$ cat src/rtl/board_gen_ctrl.sv
// board_gen_ctrl
// ----------------------------------------------------------------------------
// Board generator top level. It runs entirely on sys_clk and has no derived
// clock.
//
// The raw "random" and "generate" buttons are debounced into single-cycle
// flags. The random flag toggles the random-mode LED. The generate flag builds
// a BOARD_W-bit board that contains min(num, BOARD_W) set cells. The cells are
// placed in one of two ways:
//   - deterministic: consecutive cells starting at a game_s-derived offset,
//     wrapping modulo BOARD_W.
//   - random: a sweeping pointer places a cell only when that cell is empty
//     and the free-running LFSR bit 0 is 1.
//
// Ports
//   sys_clk     in   system clock
//   rst_sw      in   synchronous active-low reset
//   rd_bt       in   raw random-mode toggle button
//   gen_bt      in   raw generate-board button
//   game_s      in   game select, sets the deterministic start offset
//   num         in   requested number of set cells
//   rd_led      out  current random-mode state
//   gs_led      out  combinational mirror of game_s
//   num_led     out  combinational mirror of num
//   busy        out  high while a board is being built (LOAD/FILL)
//   board_valid out  high while board holds a completed board
//   board       out  generated board, bit i = cell i
//
// Status semantics: busy and board_valid are never high together. A
// generate request is accepted only in IDLE. Acceptance drops board_valid
// and clears board during LOAD. board_valid rises in the DONE cycle and
// stays high, with board stable, until the next accepted request or reset.
// Requests seen while busy are dropped, not queued.
// ----------------------------------------------------------------------------
module board_gen_ctrl #(
    parameter int          BOARD_W    = 12,
    parameter int          NUM_W      = 5,
    parameter int          MODE_W     = 2,
    parameter int          DEB_CYCLES = 16,
    parameter logic [15:0] LFSR_SEED  = 16'hACE1
) (
    input  logic              sys_clk,
    input  logic              rst_sw,
    input  logic              rd_bt,
    input  logic              gen_bt,
    input  logic [MODE_W-1:0] game_s,
    input  logic [NUM_W-1:0]  num,
    output logic              rd_led,
    output logic [MODE_W-1:0] gs_led,
    output logic [NUM_W-1:0]  num_led,
    output logic              busy,
    output logic              board_valid,
    output logic [BOARD_W-1:0] board
);

    // ------------------------------------------------------------------
    // Widths and constants
    // ------------------------------------------------------------------
    localparam int DEB_W = $clog2(DEB_CYCLES + 1);
    localparam int PTR_W = $clog2(BOARD_W);
    localparam int CNT_W = $clog2(BOARD_W + 1);

    localparam logic [DEB_W-1:0] DEB_MAX  = DEB_W'(DEB_CYCLES);
    localparam logic [DEB_W-1:0] DEB_PRE  = DEB_W'(DEB_CYCLES - 1);
    localparam logic [DEB_W-1:0] DEB_ONE  = DEB_W'(1);
    localparam logic [DEB_W-1:0] DEB_ZERO = '0;

    localparam logic [PTR_W-1:0] PTR_LAST = PTR_W'(BOARD_W - 1);
    localparam logic [PTR_W-1:0] PTR_ONE  = PTR_W'(1);
    localparam logic [PTR_W-1:0] PTR_ZERO = '0;

    localparam logic [CNT_W-1:0] CNT_FULL = CNT_W'(BOARD_W);
    localparam logic [CNT_W-1:0] CNT_ONE  = CNT_W'(1);
    localparam logic [CNT_W-1:0] CNT_ZERO = '0;

    // Step between game offsets: the board is split into quarters.
    localparam int unsigned GAME_STEP = BOARD_W / 4;

    typedef enum logic [1:0] {
        IDLE = 2'd0,
        LOAD = 2'd1,
        FILL = 2'd2,
        DONE = 2'd3
    } state_t;

    // ------------------------------------------------------------------
    // Declarations
    // ------------------------------------------------------------------
    logic [DEB_W-1:0]   gen_cnt;
    logic [DEB_W-1:0]   rd_cnt;
    logic               gen_flag;
    logic               rd_flag;
    logic               rd_mode;
    logic [15:0]        lfsr;

    state_t             state_q,  state_d;
    logic [BOARD_W-1:0] board_q,  board_d;
    logic               valid_q,  valid_d;
    logic [CNT_W-1:0]   target_q, target_d;
    logic [CNT_W-1:0]   placed_q, placed_d;
    logic [PTR_W-1:0]   ptr_q,    ptr_d;
    logic               mode_q,   mode_d;

    logic [CNT_W-1:0]   target_calc;
    logic [PTR_W-1:0]   det_ptr;
    logic               place;

    // ------------------------------------------------------------------
    // Mirrors
    // ------------------------------------------------------------------
    assign gs_led  = game_s;
    assign num_led = num;

    // ------------------------------------------------------------------
    // Debouncers. The counter saturates at DEB_CYCLES while the button
    // is held, so a long press produces one flag. The flag is registered
    // together with the counter, so it is high exactly in the cycle where
    // the counter first shows DEB_CYCLES.
    // ------------------------------------------------------------------
    always_ff @(posedge sys_clk) begin
        if (!rst_sw) begin
            gen_cnt  <= DEB_ZERO;
            gen_flag <= 1'b0;
        end else if (gen_bt) begin
            if (gen_cnt != DEB_MAX) begin
                gen_cnt <= gen_cnt + DEB_ONE;
            end
            gen_flag <= (gen_cnt == DEB_PRE);
        end else begin
            gen_cnt  <= DEB_ZERO;
            gen_flag <= 1'b0;
        end
    end

    always_ff @(posedge sys_clk) begin
        if (!rst_sw) begin
            rd_cnt  <= DEB_ZERO;
            rd_flag <= 1'b0;
        end else if (rd_bt) begin
            if (rd_cnt != DEB_MAX) begin
                rd_cnt <= rd_cnt + DEB_ONE;
            end
            rd_flag <= (rd_cnt == DEB_PRE);
        end else begin
            rd_cnt  <= DEB_ZERO;
            rd_flag <= 1'b0;
        end
    end

    // The random-mode toggle is honoured in every FSM state. A running
    // generation keeps its own latched copy of the mode.
    always_ff @(posedge sys_clk) begin
        if (!rst_sw) begin
            rd_mode <= 1'b0;
        end else if (rd_flag) begin
            rd_mode <= ~rd_mode;
        end
    end

    assign rd_led = rd_mode;

    // ------------------------------------------------------------------
    // 16-bit Fibonacci LFSR, taps 16,14,13,11, in right-shift form. It
    // free-runs every cycle out of reset, so the random board depends on
    // when the request arrives.
    // ------------------------------------------------------------------
    always_ff @(posedge sys_clk) begin
        if (!rst_sw) begin
            lfsr <= LFSR_SEED;
        end else begin
            lfsr <= {lfsr[0] ^ lfsr[2] ^ lfsr[3] ^ lfsr[5], lfsr[15:1]};
        end
    end

    // ------------------------------------------------------------------
    // Request decode: clamp the count to the board size and derive the
    // deterministic start cell from game_s.
    // ------------------------------------------------------------------
    assign target_calc = (32'(num) >= 32'(BOARD_W)) ? CNT_FULL : CNT_W'(num);
    assign det_ptr     = PTR_W'((32'(game_s) * 32'(GAME_STEP)) % 32'(BOARD_W));

    // ------------------------------------------------------------------
    // FSM: state register
    // ------------------------------------------------------------------
    always_ff @(posedge sys_clk) begin
        if (!rst_sw) begin
            state_q  <= IDLE;
            board_q  <= '0;
            valid_q  <= 1'b0;
            target_q <= CNT_ZERO;
            placed_q <= CNT_ZERO;
            ptr_q    <= PTR_ZERO;
            mode_q   <= 1'b0;
        end else begin
            state_q  <= state_d;
            board_q  <= board_d;
            valid_q  <= valid_d;
            target_q <= target_d;
            placed_q <= placed_d;
            ptr_q    <= ptr_d;
            mode_q   <= mode_d;
        end
    end

    // ------------------------------------------------------------------
    // FSM: next state and datapath
    // ------------------------------------------------------------------
    always_comb begin
        state_d  = state_q;
        board_d  = board_q;
        valid_d  = valid_q;
        target_d = target_q;
        placed_d = placed_q;
        ptr_d    = ptr_q;
        mode_d   = mode_q;
        place    = 1'b0;

        case (state_q)
            IDLE: begin
                if (gen_flag) begin
                    // Latch on the accepting edge. rd_mode still holds the
                    // old mode here, even if rd_flag toggles it in the
                    // same cycle.
                    state_d  = LOAD;
                    board_d  = '0;
                    valid_d  = 1'b0;
                    target_d = target_calc;
                    mode_d   = rd_mode;
                    ptr_d    = rd_mode ? PTR_ZERO : det_ptr;
                    placed_d = CNT_ZERO;
                end
            end

            LOAD: begin
                if (target_q == CNT_ZERO) begin
                    state_d = DONE;
                    valid_d = 1'b1;
                end else begin
                    state_d = FILL;
                end
            end

            FILL: begin
                place = !mode_q || (!board_q[ptr_q] && lfsr[0]);
                if (place) begin
                    board_d[ptr_q] = 1'b1;
                    placed_d       = placed_q + CNT_ONE;
                end
                ptr_d = (ptr_q == PTR_LAST) ? PTR_ZERO : ptr_q + PTR_ONE;
                if (place && (placed_q + CNT_ONE == target_q)) begin
                    state_d = DONE;
                    valid_d = 1'b1;
                end
            end

            DONE: begin
                state_d = IDLE;
            end

            default: begin
                state_d = IDLE;
            end
        endcase
    end

    assign busy        = (state_q == LOAD) || (state_q == FILL);
    assign board_valid = valid_q;
    assign board       = board_q;

endmodule

$ cat config.mk
export PLATFORM = sky130hd
export DESIGN_NAME = board_gen_ctrl
export DESIGN_NICKNAME = d
export VERILOG_FILES = /design/src/rtl/board_gen_ctrl.sv
export SDC_FILE = /design/constraint.sdc
export NUM_CORES = 1
export LEC_CHECK = 0
export BUFFER_PORTS_ARGS = -buffer_cell sky130_fd_sc_hd__buf_2
export CORE_MARGIN = 5
export CORE_UTILIZATION = 32
export DETAILED_ROUTE_END_ITERATION = 16
export GPL_TIMING_DRIVEN = 0
export PLACE_DENSITY_LB_ADDON = 0.12
export SLEW_MARGIN = 20
export SYNTH_ARGS = -nofsm -noshare
export SYNTH_HDL_FRONTEND = slang
export SYNTH_SLANG_ARGS = --single-unit
$ cat constraint.sdc
create_clock -name sys_clk -period 5.54 [get_ports sys_clk]
set_input_delay 0 -clock sys_clk [delete_from_list [all_inputs] [get_ports sys_clk]]
set_output_delay 0 -clock sys_clk [all_outputs]
set_load 0.03 [all_outputs]
==> results.toml, run 1 <==
[power]
leakage_uw = 0.00138
p_per_area_mw_per_mm2 = 267
vdd_drop_max_uv = 175
p_total_uw = 854

[setup_path]
start_kind = "flop"
cp_data_arrival_time_ps = 2360
path_max_fanout = 5
cp_data_required_time_ps = 5810
end_kind = "flop"
path_class = "reg2reg"

[cts]
cts_root_buf = "clkbuf_8"
clockBufferDepth = 2
cts_inserted_buffers = 9
htree_levels = 3
clk_pin_slew_ps = 70
cts_tree = "done"
cts_resized = 0
clkLatencyLatePin_ps = 350
cts.sinks = 57

[sta]
relSlewSlack_pct = 61.6
final_max_slew_viol_count = 0
setup-violations-final = 0
finalHoldViolations = 0
finalHoldWorstSlack_ps = 55.9
tns_ps = 0
finalCritPeriodShare_pct = 37.7
period_minus_slack_ps = 2090
worst_pin_slew_ps = 572
rsz0062_at_grt = "no"
fmax_mhz = 479
clock_skew_ps = 6.64

[route]
ant_nets = 0
drt-total-wl_um = 5660
firstDrtPassIters = 4
drtIter0Drc = 77
via_count = 2008
drc_errors = 0
wl_per_cell_um = 13.0
vias_per_cell = 4.62

[synthesis]
synth_cell_types = 49
synthMuxAreaShare_pct = 3.95
ys_seq_area_share_pct = 43.4
syn_nets = 303
synth_area_sq_mm = 0.00263
synth_seq_cells = 57
synth_top_area_share_pct = 43.4
synth-warning-count = 0
ys_async_sr_fraction_pct = 0
synthAdderAreaFrac_pct = 8.09
synth.avg_cell_area_sq_um = 9.56
synth_compound_area_share_pct = 13.6
synth_top_family_by_area = "simple AND/OR/NAND/NOR gates"
synth_edf_count = 0
synth-simple-area-share_pct = 17.7
synth_xor_area_share_pct = 5.66
synth_cells = 275
synth_top_area_cell = "dfxtp_1"
ys_top_cells_by_area = "dfxtp_1 (43%), ha_1 (8.1%), nor2_1 (3.4%)"
ys.flop_type = "dfxtp_1"

[floorplanning]
die_w_um = 101
num_rows = 33
initial_core_util_pct = 32.5
core_sq_mm = 0.00809
die_h_um = 101
dieArea_sq_mm = 0.0101
ios = 33

[placement]
dp_hpwl_um = 4120
portBuffers = 32
gp_congestion = 0.747
dp.cells = 412

[global_routing]
track_usage_pct = 12.3
antenna_found_initial = 0
grt.overflow.total = 0
grt_max_degree = 11
grt_pass1_vias = 1994
grt_pass1_wl_um = 9690

[cells_and_area]
multi_input_area_sq_mm = 0.00129
seq_area_sq_mm = 0.00114
syn2layout_area_growth_pct = 21.5
drive_gt1_share_pct = 20.9
fillCellCount = 846
num_antenna_cells = 0
final_cells = 435
nNetsFinal = 354

[hold_path]
hold_path_class = "in2reg"

[status]
status = "complete, no violations"

[job]
max-cap-violations = 0
==> layer usage <==
layer	GRT usage (%)	wire, um	up-vias
met2	19.1	2560	28
met5	0	0	-
met4	5.28	107	0
met3	4.43	258	10
li1	-	-	1040
met1	15.3	2730	930
==> worst max-delay path: stages (launching register included) <==
cell and delay (ps):
dfxtp_1 410, ha_1 290, xor2_1 160, o41ai_2 450, o2111ai_2 240, a211oi_2 280
mux2i_1 200
==> registers in the layout, summed over array words and instances, names as in the netlist, 2 cells and up <==
signal / count
placed_q: 4
board: 12
lfsr: 16
rd_cnt: 5
target_q: 4
gen_cnt: 5
ptr_q: 4
state_q: 2
==> logic make-up after synthesis <==
kind of cell,count (synthesis)
fa+ha+maj,17
simple gates,92
xor+xnor,17
flops,57
buf+inv,35
compound gates,47
mux,10
==> placed cells by master (no fill, tap or decap), types with 7 or more instances in the layout <==
cell / count
nand2_1: 16
nor2_1: 24
ha_1: 17
and2_1: 10
xor2_1: 7
dfxtp_1: 57
buf_2: 34
dlygate4sd3_1: 8
clkbuf_8: 10
xnor2_1: 10
a31oi_1: 12
nand2b_1: 10
inv_1: 16
mux2i_1: 7
buf_4: 8
nand3_1: 10
==> worst paths after layout <==
kind	startpoint	to	slack, ps	cells after the start
setup / recovery	placed_q[0]$_SDFFE_PN0P_	board_valid$_SDFFE_PN0P_	3450	6
hold / removal	rst_sw	board[0]$_SDFFE_PN0P_	60	3
setup reg to reg	placed_q[0]$_SDFFE_PN0P_	board_valid$_SDFFE_PN0P_	3450	6
hold reg to reg	lfsr[6]$_SDFF_PN1_	lfsr[5]$_SDFF_PN1_	410	1
==> timing repair <==
action	4_1_cts	5_1_grt
endpoints found under the hold margin	6	0
setup buffers	0	0
hold buffers	8	0
==> synthesized netlist by cell type (7+ instances only) <==
library cell / count
xnor2_1: 10
xor2_1: 7
nor2_1: 24
nand2_1: 16
dfxtp_1: 57
inv_1: 16
mux2i_1: 7
a31oi_1: 12
and2_1: 10
nand2b_1: 10
nand3_1: 10
buf_4: 8
ha_1: 17
==> layout make-up <==
type	count	share of cell area, %
sequential	57	35.7
multi-input combinational	183	40.3
tap	105	4.11
buffer	19	4.39
clock buffer	10	4.31
timing repair buffer	40	7.52
inverter	16	1.88
clock inverter	5	1.76
==> per-stage QoR <==
step,utilization [%],instance area [sq um],setup WS [ps]
2_1_floorplan,-,2630,3670
3_3_place_gp,36.1,2920,3440
3_5_place_dp,36.1,2920,3440
4_1_cts,39.5,3200,3420
5_1_grt,39.5,3200,3270
6_report,39.5,3200,3450
==> power breakdown <==
| part | switching [uW] | internal, uW |
|---|---|---|
| combinational | 23.5 | 20.3 |
| clock | 172 | 216 |
| sequential | 3.40 | 419 |
| total | 199 | 656 |
No activity file was read; power rests on OpenSTA's default activity.
==> run 2, diff against run 1 <==
==> constraint.sdc (replaced) <==
create_clock -name sys_clk -period 1.85 [get_ports sys_clk]
set_input_delay 0 -clock sys_clk [delete_from_list [all_inputs] [get_ports sys_clk]]
set_output_delay 0 -clock sys_clk [all_outputs]
set_load 0.03 [all_outputs]
==> run 2 against run 1 <==
Net effect: the flow now finishes with violations (negative setup slack); clock power rose to 3.4 times the previous value; worst setup slack worse by 3500 ps; routed wire length up 5.4%; sequential cell count unchanged; sequential share of layout area down 2.9 points; non-clock buffer count up 8; die area unchanged.
==> results.toml, run 2 (synthesis results as in run 1) <==
[status]
status = "complete, but fails checks"
violations = "negative setup slack"

[sta]
finalHoldViolations = 0
worst_pin_slew_ps = 574
period_minus_slack_ps = 1860
setup-violations-final = 1
final_max_slew_viol_count = 0
finalHoldWorstSlack_ps = 61.3
finalCritPeriodShare_pct = 100
fmax_mhz = 538
clock_skew_ps = 5.99
relSlewSlack_pct = 61.4
tns_ps = -7.52
worst_slack_ps = -7.52
rsz0062_at_grt = "yes"

[setup_path]
cp_data_arrival_time_ps = 2090
crit_family = "compound AO/OA/AOI/OAI gates"
path_class = "reg2reg"
cpPeakStageDelay_ps = 340
worst-path-stages = 8
path_buf_inv = 2
start_kind = "flop"
regToRegSetupSlack_ps = -8
crit_chain = "buf_8 > mux2i_4 > a311oi_4 > nand3_4 > and3_4 > clkbuf_16 > a31oi_1 > nor2_1"
reg2reg_depth = 8
end_kind = "flop"
slowest_stage = "dfxtp_2"
path_max_fanout = 6
cp_data_required_time_ps = 2080

[hold_path]
hold_path_class = "in2reg"
holdPathStages = 3

[floorplanning]
dieArea_sq_mm = 0.0101
initial_core_util_pct = 32.5
die_h_um = 101
die_w_um = 101
ios = 33
core_sq_mm = 0.00809
num_rows = 33

[cells_and_area]
final_cell_mix = "dfxtp_1 (49), buf_2 (33), nor2_1 (24)"
drive_gt1_share_pct = 31.5
regMostFlops = "lfsr"
largest_reg_flops = 16
final_cells = 445
nNetsFinal = 363
num_antenna_cells = 0
layout_commonest_cell = "dfxtp_1"
syn2layout_area_growth_pct = 34.1

[cts]
cts.sinks = 57
cts_tree = "done"
cts_inserted_buffers = 9
cts_root_buf = "clkbuf_8"
htree_levels = 3
clkLatencyLatePin_ps = 340
clockBufferDepth = 2
clk_pin_slew_ps = 70

[route]
via_count = 2055
ant_nets = 0
drc_errors = 0
drtIter0Drc = 44
vias_per_cell = 4.62
firstDrtPassIters = 4
wl_per_cell_um = 13.4
drt-total-wl_um = 5960

[global_routing]
grt_max_degree = 12
track_usage_pct = 12.4
antenna_found_initial = 0
grt_pass1_vias = 2028
grt_pass1_wl_um = 9840
grt.overflow.total = 0

[power]
p_per_area_mw_per_mm2 = 773
leakage_uw = 0.00147
vdd_drop_max_uv = 451

[placement]
dpl_worst_slack_ps = -220
gp_congestion = 0.766
portBuffers = 32
dp_hpwl_um = 4100
dp.cells = 412

[job]
max-cap-violations = 0
run 2: cell types whose count changed in the layout (fill, tap and decap cells not counted), moves of 3 or more:
cell and change:
buf_4 +8, dfxtp_1 -8, dfxtp_2 +6, a31oi_1 -4, ha_1 -3
run 2: worst paths after layout:
kind | end | start
max reg2reg | board[7]$_SDFFE_PN0P_ | ptr_q[1]$_SDFFE_PN0P_
min | board[0]$_SDFFE_PN0P_ | rst_sw
max | board[7]$_SDFFE_PN0P_ | ptr_q[1]$_SDFFE_PN0P_
min reg2reg | lfsr[5]$_SDFF_PN1_ | lfsr[6]$_SDFF_PN1_
run 2: stage by stage:
| step | utilization (%) | area, sq um | total power, uW |
|---|---|---|---|
| floorplan | - | 2630 | 1370 |
| global placement | 36.1 | 2920 | 1420 |
| detailed placement | 36.1 | 2920 | 1420 |
| CTS | 41.7 | 3370 | 2760 |
| global route | 43.6 | 3530 | 2830 |
| finish | 43.6 | 3530 | 2730 |
run 2: worst register-to-register path: stages, from the launching register on:
cell and delay [ps]:
dfxtp_2 340, buf_8 140, mux2i_4 190, a311oi_4 340, nand3_4 120, and3_4 250, clkbuf_16 160, a31oi_1 160
nor2_1 60
run 2: repair_timing:
action / in CTS / in global routing
cloned: 0 / 2
setup buffers: 7 / 3
setup endpoints to repair: 19 / 21
hold buffers: 8 / 0
pin swaps: 8 / 7
resized for setup: 26 / 18
endpoints found under the hold margin: 6 / 0
run 2: area by class of cell:
type	instances	area (sq um)
plain buffers	16	123
clock buffers	10	138
clock inverters	6	90.1
fillers	818	4570
inverters	16	60.1
multi-input cells	184	1480
flip-flops and latches	57	1160
well taps	105	131
repair buffers	51	352
run 2: per-layer routing:
metal / GRT usage [%] / wire length (um) / part of all wire, % / up-vias
met2: 20.2 / 2810 / 47 / 29
li1: - / - / - / 1064
met1: 15.2 / 2790 / 47 / 955
met5: 0 / 0 / 0 / -
met4: 4.35 / 76 / 1.3 / 0
met3: 4.57 / 286 / 4.8 / 7
run 2: where the power goes:
part | internal (uW) | total (uW) | switching, uW | leakage, uW
Clock | 799 | 1330 | 533 | 0.000113
Combinational | 61.8 | 133 | 71.4 | 0.000887
Sequential | 1250 | 1260 | 9.75 | 0.000469
Total | 2110 | 2730 | 614 | 0.00147
==> run 3, diff against run 2 <==
--- a/config.mk
+++ b/config.mk
@@ -7,7 +7,7 @@
 export LEC_CHECK = 0
 export BUFFER_PORTS_ARGS = -buffer_cell sky130_fd_sc_hd__buf_2
 export CORE_MARGIN = 5
-export CORE_UTILIZATION = 32
+export CORE_UTILIZATION = 51
 export DETAILED_ROUTE_END_ITERATION = 16
 export GPL_TIMING_DRIVEN = 0
 export PLACE_DENSITY_LB_ADDON = 0.12
==> constraint.sdc (replaced) <==
create_clock -name sys_clk -period 1.85 [get_ports sys_clk]
set_input_delay 0.185 -clock sys_clk [delete_from_list [all_inputs] [get_ports sys_clk]]
set_output_delay 0.185 -clock sys_clk [all_outputs]
set_load 0.03 [all_outputs]
==> run 3 against run 2 <==
Net effect: maximum frequency is 2.9% lower; critical path type unchanged; sequential share of layout area increased by 1.8 points; count of clock-buffer cells in the layout is the same; combinational power shrank 8%; hold slack better by 51 ps; core utilization is 23 points higher; via count increased by 1.4%; highest routed layer unchanged; sequential power about the same; final cell count shrank 9.4%; power fell by 7.3%; clock skew grew 5.9 ps; the run still ends with negative setup slack left.
==> results.toml, run 3 (synthesis results as in run 1) <==
[cts]
clk_pin_slew_ps = 60
cts_root_buf = "clkbuf_8"
cts_tree = "done"
cts.sinks = 57
clkLatencyLatePin_ps = 340
clockBufferDepth = 2
cts_inserted_buffers = 9
hold_buffers = 0
htree_levels = 3

[route]
firstDrtPassIters = 4
via_count = 2084
ant_nets = 0
drc_errors = 0
drtIter0Drc = 119
drt-total-wl_um = 5670
wl_per_cell_um = 14.1
vias_per_cell = 5.17

[setup_path]
path_class = "reg2reg"
end_kind = "flop"
r2r-end = "board_valid$_SDFFE_PN0P_"
cp_data_required_time_ps = 2110
reg2reg_depth = 8
startpoint = "ptr_q[1]$_SDFFE_PN0P_"
path_max_fanout = 5
reg2reg_from = "ptr_q[1]$_SDFFE_PN0P_"
regToRegSetupSlack_ps = -60
cp_data_arrival_time_ps = 2170
start_kind = "flop"

[global_routing]
track_usage_pct = 18.1
grt_pass1_wl_um = 9110
grt.overflow.total = 0
grt_pass1_vias = 1942
grt_max_degree = 11
antenna_found_initial = 0

[hold_path]
holdPathStages = 2
whs_endpoint = "gen_flag$_SDFF_PN0_"
hold_path_class = "in2reg"
holdCritStartpoint = "gen_bt"

[cells_and_area]
fillCellCount = 408
regMostFlops = "lfsr"
final_cell_mix = "dfxtp_1 (50), buf_2 (33), nor2_1 (23)"
num_antenna_cells = 0
largest_reg_flops = 16
layout_commonest_cell = "dfxtp_1"
drive_gt1_share_pct = 32.4
nNetsFinal = 357
syn2layout_area_growth_pct = 26.9

[sta]
rsz0062_at_grt = "yes"
worst_pin_slew_ps = 556
final_max_slew_viol_count = 0
worst_slack_ps = -62.3
clock_skew_ps = 11.9
finalCritPeriodShare_pct = 103
tns_ps = -468
fmax_mhz = 523
finalHoldViolations = 0
finalHoldWorstSlack_ps = 112
setup-violations-final = 16
period_minus_slack_ps = 1910
relSlewSlack_pct = 62.7

[power]
p_total_uw = 2530
leakage_uw = 0.00142
vdd_drop_max_uv = 601
p_per_area_mw_per_mm2 = 757

[placement]
dp_hpwl_um = 3790
portBuffers = 32
gp_congestion = 0.818

[floorplanning]
dieArea_sq_mm = 0.00669
die_h_um = 81.8
ios = 33
die_w_um = 81.8
num_rows = 26
core_sq_mm = 0.00504
initial_core_util_pct = 52.2

[status]
status = "complete, but fails checks"
violations = "negative setup slack"

[job]
max-cap-violations = 0
## run 3: cell count changes in the layout (fill, tap and decap cells not counted), sizes merged
cell         previous run  this run
and3                    6         5
clkinv                  2         3
inv                    17        16
bufinv                  2         1
dlygate4sd3             8         0
buf                    53        56
## run 3: cell type report
type                       instances  area (sq um)  share of cell area (%)
multi-input combinational        183          1420                    42.5
sequential                        57          1150                    34.6
timing repair buffer              45           292                    8.73
clock buffer                      10           138                    4.12
buffer                            17           130                    3.90
tap                               70          87.6                    2.62
inverter                          16          62.6                    1.87
clock inverter                     5          56.3                    1.69
## run 3: metal layers
metal  GRT usage (%)  share of wire [%]
met2            26.3                 47
met1            24.0                 46
met3            5.59                5.3
met4            9.47                2.0
met5               0                  0
## run 3: worst max path at each step
stage,end,slack [ps],cells past startpoint
finish,board_valid$_SDFFE_PN0P_,-60,8
global route,board_valid$_SDFFE_PN0P_,-120,8
CTS,board[7]$_SDFFE_PN0P_,-20,9
detailed placement,board[7]$_SDFFE_PN0P_,-220,10
global placement,board[2]$_SDFFE_PN0P_,-180,10
floorplan,placed_q[3]$_SDFFE_PN0P_,7,8
## run 3: timing repair
item,in CTS,in global routing
cloned,0,1
gates resized for setup,23,17
endpoints found under the setup margin,19,19
buffers inserted,8,4
pin swaps,8,6
## run 3: critical path: stages (launching register included)
cell,delay [ps]
dfxtp_2,340
buf_6,120
mux2_4,290
or3_1,320
nand3_2,120
buf_6,110
o2111ai_4,130
a211oi_2,200
mux2i_1,200
## run 3: through the flow
stage | utilization, % | setup WS (ps) | instances | area [sq um]
6_report | 66.2 | -62.3 | 403 | 3340
5_1_grt | 66.2 | -120 | 403 | 3340
4_1_cts | 63.8 | -21.4 | 399 | 3220
3_5_place_dp | 57.1 | -216 | 377 | 2880
3_3_place_gp | 57.1 | -185 | 377 | 2880
2_1_floorplan | - | 6.97 | 275 | 2630
## run 3: report_power, final
| group | leakage (uW) | total (uW) | switching, uW | internal, uW |
|---|---|---|---|---|
| Sequential | 0.000468 | 1260 | 10.6 | 1250 |
| Clock | 0.0000981 | 1140 | 495 | 648 |
| Combinational | 0.000855 | 122 | 67.7 | 53.9 |
| Total | 0.00142 | 2530 | 573 | 1950 |
